[src/rtl/fastserial_ftdi_endpoint_if.sv]
// Signal bundle between the FT2232H fast-serial endpoint model and the FPGA-side logic/bench.
// The endpoint uses the slave modport; the FPGA side (or a bench) uses master.
interface fastserial_ftdi_endpoint_if #(
   parameter int unsigned RX_DEPTH = 8
);
   localparam int unsigned LVL_W = $clog2(RX_DEPTH) + 1;

   logic             i_fsclk;
   logic             i_fsdi;
   logic             o_fsdo;
   logic             o_fscts;
   logic [7:0]       o_rx_data;
   logic             o_rx_port;
   logic             o_rx_valid;
   logic             i_rx_ready;
   logic [LVL_W-1:0] o_rx_level;
   logic             o_overrun;
   logic [7:0]       i_tx_data;
   logic             i_tx_port;
   logic             i_tx_valid;
   logic             o_tx_ready;

   modport slave (
      input  i_fsclk, i_fsdi, i_rx_ready, i_tx_data, i_tx_port, i_tx_valid,
      output o_fsdo, o_fscts, o_rx_data, o_rx_port, o_rx_valid, o_rx_level, o_overrun,
             o_tx_ready
   );

   modport master (
      output i_fsclk, i_fsdi, i_rx_ready, i_tx_data, i_tx_port, i_tx_valid,
      input  o_fsdo, o_fscts, o_rx_data, o_rx_port, o_rx_valid, o_rx_level, o_overrun,
             o_tx_ready
   );
endinterface

[src/rtl/fastserial_ftdi_endpoint.sv]
// FT2232H far end of the FTDI fast opto-isolated serial link: receives frames on FSDI into a
// fall-through FIFO and transmits frames on FSDO, both clocked by the FPGA-supplied FSCLK.
module fastserial_ftdi_endpoint #(
   parameter int unsigned RX_DEPTH    = 8,
   parameter int unsigned SYNC_STAGES = 2,
   parameter int unsigned GAP_BITS    = 1
) (
   input logic                       i_clk,
   input logic                       i_reset,
   fastserial_ftdi_endpoint_if.slave bus
);
   localparam int unsigned PTR_W = (RX_DEPTH > 1) ? $clog2(RX_DEPTH) : 1;
   localparam int unsigned LVL_W = $clog2(RX_DEPTH) + 1;
   localparam int unsigned GAP_W = $clog2(GAP_BITS) + 1;
   localparam logic [LVL_W-1:0] LVL_FULL = LVL_W'(RX_DEPTH);
   localparam logic [GAP_W-1:0] GAP_LAST = GAP_W'(GAP_BITS - 1);

   typedef enum logic [1:0] {StRxIdle, StRxData, StRxPort} rx_state_e;
   typedef enum logic [1:0] {StTxIdle, StTxShift, StTxGap} tx_state_e;

   logic [SYNC_STAGES-1:0] fsclk_sync_q, fsdi_sync_q;
   logic                   fsclk_prev_q;
   logic                   fsclk_s, fsdi_s, fs_rise, fs_fall;

   // fsdi passes through the same number of stages so it lines up with the detected rise
   always_ff @(posedge i_clk) begin
      if (i_reset) begin
         fsclk_sync_q <= '0;
         fsdi_sync_q  <= '1;
         fsclk_prev_q <= 1'b0;
      end else begin
         fsclk_sync_q[0] <= bus.i_fsclk;
         fsdi_sync_q[0]  <= bus.i_fsdi;
         for (int i = 1; i < int'(SYNC_STAGES); i++) begin
            fsclk_sync_q[i] <= fsclk_sync_q[i-1];
            fsdi_sync_q[i]  <= fsdi_sync_q[i-1];
         end
         fsclk_prev_q <= fsclk_s;
      end
   end

   assign fsclk_s = fsclk_sync_q[SYNC_STAGES-1];
   assign fsdi_s  = fsdi_sync_q[SYNC_STAGES-1];
   assign fs_rise = fsclk_s & ~fsclk_prev_q;
   assign fs_fall = ~fsclk_s & fsclk_prev_q;

   rx_state_e        rx_state_q, rx_state_d;
   logic [2:0]       rx_bits_q, rx_bits_d;
   logic [7:0]       rx_shift_q, rx_shift_d;
   logic             push, push_port;
   logic [8:0]       mem_q [RX_DEPTH];
   logic [PTR_W-1:0] wptr_q, rptr_q;
   logic [LVL_W-1:0] level_q, level_d;
   logic             fscts_q, overrun_q;
   logic             full, empty, pop, wr_en;

   always_comb begin
      rx_state_d = rx_state_q;
      rx_bits_d  = rx_bits_q;
      rx_shift_d = rx_shift_q;
      push       = 1'b0;
      push_port  = 1'b0;
      if (fs_rise) begin
         unique case (rx_state_q)
            StRxIdle: begin
               rx_bits_d = '0;
               if (!fsdi_s) rx_state_d = StRxData;
            end
            StRxData: begin
               rx_shift_d = {fsdi_s, rx_shift_q[7:1]};
               rx_bits_d  = rx_bits_q + 3'd1;
               if (rx_bits_q == 3'd7) rx_state_d = StRxPort;
            end
            StRxPort: begin
               push       = 1'b1;
               push_port  = fsdi_s;
               rx_state_d = StRxIdle;
            end
            default: rx_state_d = StRxIdle;
         endcase
      end
   end

   assign full  = (level_q == LVL_FULL);
   assign empty = (level_q == '0);
   assign pop   = bus.i_rx_ready & ~empty;
   // A full FIFO still accepts a push when the same cycle frees an entry
   assign wr_en = push & (~full | pop);

   always_comb begin
      level_d = level_q;
      if (wr_en && !pop)      level_d = level_q + 1'b1;
      else if (!wr_en && pop) level_d = level_q - 1'b1;
   end

   always_ff @(posedge i_clk) begin
      if (i_reset) begin
         rx_state_q <= StRxIdle;
         rx_bits_q  <= '0;
         rx_shift_q <= '0;
         wptr_q     <= '0;
         rptr_q     <= '0;
         level_q    <= '0;
         fscts_q    <= 1'b0;
         overrun_q  <= 1'b0;
      end else begin
         rx_state_q <= rx_state_d;
         rx_bits_q  <= rx_bits_d;
         rx_shift_q <= rx_shift_d;
         level_q    <= level_d;
         fscts_q    <= (level_d < LVL_FULL);
         overrun_q  <= push & full & ~pop;
         if (wr_en) wptr_q <= wptr_q + 1'b1;
         if (pop)   rptr_q <= rptr_q + 1'b1;
      end
   end

   always_ff @(posedge i_clk) begin
      if (wr_en) mem_q[wptr_q] <= {push_port, rx_shift_q};
   end

   assign {bus.o_rx_port, bus.o_rx_data} = mem_q[rptr_q];
   assign bus.o_rx_valid = ~empty;
   assign bus.o_rx_level = level_q;
   assign bus.o_fscts    = fscts_q;
   assign bus.o_overrun  = overrun_q;

   tx_state_e        tx_state_q, tx_state_d;
   logic [8:0]       hold_q, hold_d, tx_shift_q, tx_shift_d;
   logic             hold_full_q, hold_full_d, tx_ready_q;
   logic [3:0]       tx_cnt_q, tx_cnt_d;
   logic [GAP_W-1:0] gap_cnt_q, gap_cnt_d;
   logic             fsdo_q, fsdo_d, tx_load, tx_accept;

   assign tx_accept = bus.i_tx_valid & tx_ready_q;

   always_comb begin
      tx_state_d = tx_state_q;
      tx_shift_d = tx_shift_q;
      tx_cnt_d   = tx_cnt_q;
      gap_cnt_d  = gap_cnt_q;
      fsdo_d     = fsdo_q;
      tx_load    = 1'b0;
      unique case (tx_state_q)
         StTxIdle: if (fs_fall && hold_full_q) begin
            tx_load    = 1'b1;
            tx_shift_d = hold_q;
            tx_cnt_d   = '0;
            fsdo_d     = 1'b0;
            tx_state_d = StTxShift;
         end
         StTxShift: if (fs_fall) begin
            fsdo_d     = tx_shift_q[0];
            tx_shift_d = {1'b0, tx_shift_q[8:1]};
            tx_cnt_d   = tx_cnt_q + 4'd1;
            if (tx_cnt_q == 4'd8) begin
               gap_cnt_d  = '0;
               tx_state_d = StTxGap;
            end
         end
         StTxGap: if (fs_fall) begin
            fsdo_d    = 1'b1;
            gap_cnt_d = gap_cnt_q + 1'b1;
            if (gap_cnt_q == GAP_LAST) tx_state_d = StTxIdle;
         end
         default: tx_state_d = StTxIdle;
      endcase

      hold_d      = hold_q;
      hold_full_d = hold_full_q;
      if (tx_load) hold_full_d = 1'b0;
      if (tx_accept) begin
         hold_d      = {bus.i_tx_port, bus.i_tx_data};
         hold_full_d = 1'b1;
      end
   end

   always_ff @(posedge i_clk) begin
      if (i_reset) begin
         tx_state_q  <= StTxIdle;
         tx_shift_q  <= '0;
         tx_cnt_q    <= '0;
         gap_cnt_q   <= '0;
         fsdo_q      <= 1'b1;
         hold_q      <= '0;
         hold_full_q <= 1'b0;
         tx_ready_q  <= 1'b0;
      end else begin
         tx_state_q  <= tx_state_d;
         tx_shift_q  <= tx_shift_d;
         tx_cnt_q    <= tx_cnt_d;
         gap_cnt_q   <= gap_cnt_d;
         fsdo_q      <= fsdo_d;
         hold_q      <= hold_d;
         hold_full_q <= hold_full_d;
         tx_ready_q  <= ~hold_full_d;
      end
   end

   assign bus.o_fsdo     = fsdo_q;
   assign bus.o_tx_ready = tx_ready_q;
endmodule

[src/flat_wrapper.sv]
// flat-port wrapper written by rule: the top's interface ports become plain ports
module fastserial_ftdi_endpoint_flat 
#(
   parameter int unsigned RX_DEPTH    = 8,
   parameter int unsigned SYNC_STAGES = 2,
   parameter int unsigned GAP_BITS    = 1
)
  (i_clk, i_reset, bus_i_fsclk, bus_i_fsdi, bus_i_rx_ready, bus_i_tx_data, bus_i_tx_port, bus_i_tx_valid, bus_o_fsdo, bus_o_fscts, bus_o_rx_data, bus_o_rx_port, bus_o_rx_valid, bus_o_rx_level, bus_o_overrun, bus_o_tx_ready);
  fastserial_ftdi_endpoint_if #(.RX_DEPTH(RX_DEPTH)) bus_i ();
  input logic i_clk;
  input logic i_reset;
  input wire logic [$bits(bus_i.i_fsclk)-1:0] bus_i_fsclk;
  input wire logic [$bits(bus_i.i_fsdi)-1:0] bus_i_fsdi;
  input wire logic [$bits(bus_i.i_rx_ready)-1:0] bus_i_rx_ready;
  input wire logic [$bits(bus_i.i_tx_data)-1:0] bus_i_tx_data;
  input wire logic [$bits(bus_i.i_tx_port)-1:0] bus_i_tx_port;
  input wire logic [$bits(bus_i.i_tx_valid)-1:0] bus_i_tx_valid;
  output wire logic [$bits(bus_i.o_fsdo)-1:0] bus_o_fsdo;
  output wire logic [$bits(bus_i.o_fscts)-1:0] bus_o_fscts;
  output wire logic [$bits(bus_i.o_rx_data)-1:0] bus_o_rx_data;
  output wire logic [$bits(bus_i.o_rx_port)-1:0] bus_o_rx_port;
  output wire logic [$bits(bus_i.o_rx_valid)-1:0] bus_o_rx_valid;
  output wire logic [$bits(bus_i.o_rx_level)-1:0] bus_o_rx_level;
  output wire logic [$bits(bus_i.o_overrun)-1:0] bus_o_overrun;
  output wire logic [$bits(bus_i.o_tx_ready)-1:0] bus_o_tx_ready;
  assign bus_i.i_fsclk = bus_i_fsclk;
  assign bus_i.i_fsdi = bus_i_fsdi;
  assign bus_i.i_rx_ready = bus_i_rx_ready;
  assign bus_i.i_tx_data = bus_i_tx_data;
  assign bus_i.i_tx_port = bus_i_tx_port;
  assign bus_i.i_tx_valid = bus_i_tx_valid;
  assign bus_o_fsdo = bus_i.o_fsdo;
  assign bus_o_fscts = bus_i.o_fscts;
  assign bus_o_rx_data = bus_i.o_rx_data;
  assign bus_o_rx_port = bus_i.o_rx_port;
  assign bus_o_rx_valid = bus_i.o_rx_valid;
  assign bus_o_rx_level = bus_i.o_rx_level;
  assign bus_o_overrun = bus_i.o_overrun;
  assign bus_o_tx_ready = bus_i.o_tx_ready;
  fastserial_ftdi_endpoint #(.RX_DEPTH(RX_DEPTH), .SYNC_STAGES(SYNC_STAGES), .GAP_BITS(GAP_BITS)) u_core (.i_clk(i_clk), .i_reset(i_reset), .bus(bus_i));
endmodule
[config.mk]
export PLATFORM = sky130hd
export DESIGN_NAME = fastserial_ftdi_endpoint_flat
export DESIGN_NICKNAME = d
export VERILOG_FILES = /design/src/rtl/fastserial_ftdi_endpoint_if.sv /design/src/rtl/fastserial_ftdi_endpoint.sv /design/src/flat_wrapper.sv
export SDC_FILE = /design/constraint.sdc
export NUM_CORES = 1
export LEC_CHECK = 0
export ABC_CLOCK_PERIOD_IN_PS = 3300
export CAP_MARGIN = 20
export CORE_ASPECT_RATIO = 0.5
export CORE_MARGIN = 2
export CORE_UTILIZATION = 40
export CTS_BUF_LIST = sky130_fd_sc_hd__clkbuf_4 sky130_fd_sc_hd__clkbuf_8
export DETAILED_ROUTE_END_ITERATION = 10
export PLACE_DENSITY_LB_ADDON = 0.1
export SLEW_MARGIN = 20
export SYNTH_ARGS = -nofsm -noshare
export SYNTH_HDL_FRONTEND = slang
export SYNTH_SLANG_ARGS = --single-unit
[constraint.sdc]
create_clock -name i_clk -period 3.3 [get_ports i_clk]
set_input_delay 0.825 -clock i_clk [delete_from_list [all_inputs] [get_ports i_clk]]
set_output_delay 0.825 -clock i_clk [all_outputs]
set_load 0.01 [all_outputs]
After elaboration in Yosys (flattened, before gate mapping)
Memories as Yosys holds them, arrays and structs flattened. A register that Yosys moved wholly into a read port is not among the register bits.
Cells that the tools add are included.
{ "classes": {"addsub": 7, "magnitude_cmp": 1, "n_eq_ne": 14, "n_mux": 38, "bitwise_logic": 14, "reduce_logical": 19} }
{ "ops": {"columns": ["op", "count"], "rows": [
  ["2-to-1 mux 9 bit", 2],
  ["one-hot mux 9 bit (2 select lines)", 1],
  ["2-to-1 mux 1 bit", 16],
  ["2-to-1 mux 4 bit", 4],
  ["2-to-1 mux 2 bit", 7],
  ["inequality test 2 x 1 -> 1 bit (second input constant)", 5],
  ["adder 3 x 1 -> 3 bit (second input constant)", 3],
  ["adder 4 x 1 -> 4 bit (second input constant)", 2],
  ["equality test 4 bit (second input constant)", 2],
  ["one-hot mux 4 bit (2 select lines)", 1],
  ["AND reduction 4 bit", 2],
  ["AND 1 bit", 7],
  ["2-to-1 mux 3 bit", 2],
  ["inverter 1 bit", 6],
  ["one-hot mux 2 bit (3 select lines)", 1],
  ["one-hot mux 3 bit (2 select lines)", 1],
  ["AND reduction 3 bit", 2],
  ["nonzero test 2 bit", 3],
  ["AND reduction 5 bit", 1],
  ["equality test 2 x 1 -> 1 bit (second input constant)", 2],
  ["equality test 2 bit (second input constant)", 2],
  ["logical NOT 2 bit", 2],
  ["logical NOT 4 bit", 1],
  ["< comparator 4 bit (second input constant)", 1],
  ["12 further kinds", 17]
]} }
{ "word_totals": {"ff_bits": 58, "mem_bits_rw": 72, "in_bits": 15, "output_inout_bits": 18, "elab_cells": 113, "memories": 1} }
{ "memory_table": {"columns": ["memory", "depth", "width", "read_ports", "rd_clocked_by_memory_dff", "wr", "line_no", "source"], "rows": [
  ["u_core.mem_q", 8, 9, 1, 1, 1, "fastserial_ftdi_endpoint.sv:51", "logic [8:0] mem_q [RX_DEPTH];"]
]} }

Depth between registers and ports, before layout
{ "depth": {"depth_word": 10, "mapped_depth": 8, "depth_no_buf": 7} }

Worst setup path after synthesis
OpenSTA, ideal clock, no wires.
{ "synth_timing": {"path_type": "input port to flip-flop", "startpoint": "input port bus_i_rx_ready", "endpoint": "memory u_core.mem_q[0][0] (enable)", "arrival_time_ns": 2.207, "path_slack_ns": 0.694, "path_stages": 4, "path_cell_list": "buf_4 -> nand4bb_2 -> nand2_1 -> nor4_1"} }
{ "synth_between": {"elab_chain_len": 5} }
{ "synth_rtl": {"columns": ["item", "line_no", "source"], "rows": [
  ["start: declaration", "flat_wrapper.sv:14", "input wire logic [$bits(bus_i.i_rx_ready)-1:0] bus_i_rx_ready;"],
  ["AND 1 bit", "fastserial_ftdi_endpoint.sv:86", "assign pop = bus.i_rx_ready & ~empty;"],
  ["bitwise OR 1 bit", "fastserial_ftdi_endpoint.sv:88", "assign wr_en = push & (~full | pop);"],
  ["AND 1 bit", "fastserial_ftdi_endpoint.sv:88", null],
  ["2-to-1 mux 1 bit", "fastserial_ftdi_endpoint.sv:119", "if (wr_en) mem_q[wptr_q] <= {push_port, rx_shift_q};"],
  ["2-to-1 mux 1 bit (not written as such)", "fastserial_ftdi_endpoint.sv:119", null],
  ["end: declaration", "fastserial_ftdi_endpoint.sv:51", null]
]} }
Every way passes these cells.

==> out/results.txt <==
status: complete, no violations
Avg Inst Size Synth: 13.0 um^2
Hold Path End: u_core.fsdi_sync_q[1]
Max Cap Violations: 0
maximum clock rate: 324 MHz
CP Class: register to output port
WL per Instance: 15.8 um
layout cells sized above 1: 17.9%
Reg2Reg Setup Slack: 1.12 ns
Tightest Pin Transition: 0.910 ns
CTS Buf Count: 17
global route hottest layer: met2
worst path buffer plus inverter count: 2
Crit path required time: 2.47 ns
Synth area leader: edfxtp_1
RSZ-0062 raised after global routing: no
hold path depth: 1
register bit count reported by yosys: 133
R2R Path Start: u_core.tx_state_q[1]
minimum clock period: 3.09 ns
Vias/cell: 5.16
nets: 489
hpwl dp: 6.86 mm
first-pass GRT wire length: 16.7 mm
crit start category: register
CP arrival: 2.26 ns
Max rail drop VDD: 287 uV
H-tree levels: 4
Post-synth ARST share: 0%
GR Util met2: 24.4%
# diodes: 0
Post CTS Setup Buffer Count: 0
DRC: 0
DR iter-0 viols: 169
R2R cell count: 6
Worst-Skew Late Latency: 0.42 ns
met1 Use GR: 20.2%
Root Buffer: clkbuf_8
kind of cell adding the most delay to the critical path: multiplexers
CP cell instances: buf_4 > mux4_2 > mux2_2 > clkdlybuf4s50_1
Synth area leaders: edfxtp_1 40%, dfxtp_1 23%, mux4_2 7.5%
Yosys cell types: 49
FP Rows: 29
Ys Warns: 0
Area Growth Syn to Fin: 17.6%
Hold Startpoint: u_core.fsdi_sync_q[0]
fillers: 1144
largest net degree at the start of global routing: 36
Seq/Total Area, Yosys: 62.6%
Worst Clk Skew: 0.0143 ns
clock sink count: 133
GRT Total Usage: 15.1%
TritonCTS clock tree: done
clock tree buffer depth: 2
LEAKAGE: 2.15 nW
TNS Setup: 0 ns
Post-synth EDFFs: 72
Final setup viols: 0
# port buffers: 32
full die area: 0.0145 mm^2
GPL Wtd Cong: 0.767
aggregate global routing overflow: 0
Post-CTS Resized: 0
final hold violations: 0
vias in the first global route: 3347
most frequent cell after synthesis: edfxtp_1
worst r2r dst: u_core.tx_state_q[0]
cells after synthesis: 415
Yosys top cell area share: 40.0%
Final Slew Violations: 0
Die Y: 86.2 um
antenna viol nets, final: 0
critical path depth: 4
main flop type after synthesis: edfxtp_1
core region area: 0.0129 mm^2
antenna violations before repair: 0
clk slew on worst S/H paths: 0.07 ns
period utilization: 93.6%
Post-Route WL: 10.2 mm
P per Cell Area: 624 mW/mm^2
TritonRoute pass-1 iters: 4
via count of the routed design: 3328
# IOs: 33
Max Fanout on Critical Path: 10
Initial Util: 41.8%
top post-synthesis cells by count: 72 x edfxtp_1, 61 x dfxtp_1, 52 x nand2_1
slew margin rel.: 39.3%
hold buffers post-CTS: 0
Largest stage delay, worst path: 0.54 ns
Final Util: 49.2%
Critical Path Sink Type: output port
GR Util met3: 3.65%
Die W: 168 um
Max stage delay cell, worst path: mux4_2
synthesized cell area: 0.00540 mm^2
syn_nets: 442
min-delay worst type: register to register
==> cell type report <==
| cell class | instances | area, um^2 | area share [%] |
|---|---|---|---|
| Sequential cell | 133 | 3380 | 53.2 |
| Multi-Input combinational cell | 250 | 1880 | 29.5 |
| Timing Repair Buffer | 49 | 443 | 6.97 |
| Clock buffer | 19 | 249 | 3.92 |
| Tap cell | 170 | 213 | 3.35 |
| Clock inverter | 13 | 149 | 2.34 |
| Inverter | 11 | 41.3 | 0.650 |
==> per-layer routing <==
layer | routed length (um) | up-vias
li1 | - | 1618
met1 | 4820 | 1621
met2 | 4840 | 80
met3 | 478 | 9
met4 | 76 | 0
met5 | 0 | -
==> kinds of logic (layout without fill, tap and decap cells) <==
kind of cell,after synthesis,after routing,share of synthesized area [%]
AO/OA/AOI/OAI,59,59,6.92
XOR/XNOR,6,6,0.972
adder cells (fa/ha/maj),12,12,2.78
buffers and inverters,32,92,2.66
flip-flops,133,133,62.6
multiplexers,44,44,12.6
AND/OR/NAND/NOR,129,129,11.4
==> placed cells by master, fill, tap and decap left out, types with 11 or more instances in the layout <==
cell type / Yosys / layout
buf_4: 2 / 17
mux2_2: 12 / 12
dfxtp_1: 61 / 61
clkbuf_8: 0 / 17
mux2i_1: 13 / 13
nor2_1: 29 / 29
inv_1: 11 / 11
nand2_1: 52 / 52
a211oi_1: 11 / 11
clkdlybuf4s50_1: 0 / 31
a21oi_1: 30 / 30
ha_1: 12 / 12
mux4_2: 18 / 18
nand3_1: 11 / 11
edfxtp_1: 72 / 72
==> worst max path at each step <==
stage	from	endpoint	slack (ns)
global route	register	bus_o_rx_data[2]	0.1
detailed placement	bus_i_rx_ready	u_core.bus.o_fscts	0.57
finish	register	bus_o_rx_data[2]	0.21
floorplan	bus_i_rx_ready	u_core.mem_q[0][0]	0.69
CTS	register	bus_o_rx_data[2]	0.15
global placement	bus_i_rx_ready	u_core.bus.o_fscts	0.61
==> registers in the layout (all words and copies together), names as in the netlist, 2 cells and up, named ones only <==
register,count
u_core.tx_cnt_q,4
u_core.rx_shift_q,8
u_core.fsdi_sync_q,2
u_core.rx_bits_q,3
u_core.mem_q,72
u_core.tx_state_q,2
u_core.tx_shift_q,9
u_core.bus.o_rx_level,3
u_core.rx_state_q,2
u_core.fsclk_sync_q,2
u_core.hold_q,9
u_core.wptr_q,3
u_core.rptr_q,3
==> metrics by stage <==
stage / area (um^2) / hold WS [ns] / setup slack (ns) / std cells / power, mW
floorplan: 5400 / 0.389 / 0.694 / 415 / 2.42
global route: 6350 / 0.445 / 0.0957 / 645 / 4.17
detailed placement: 5960 / 0.404 / 0.573 / 613 / 2.66
finish: 6350 / 0.433 / 0.212 / 645 / 3.96
global placement: 5960 / 0.401 / 0.614 / 613 / 2.65
CTS: 6350 / 0.428 / 0.155 / 645 / 4.01
==> report_power, final <==
| group | switching (mW) | total, mW | internal (mW) |
|---|---|---|---|
| registers | 0.0573 | 1.84 | 1.78 |
| clock network | 0.644 | 1.34 | 0.701 |
| logic | 0.361 | 0.776 | 0.415 |
Note: power is estimated with default switching activity, not from simulation.
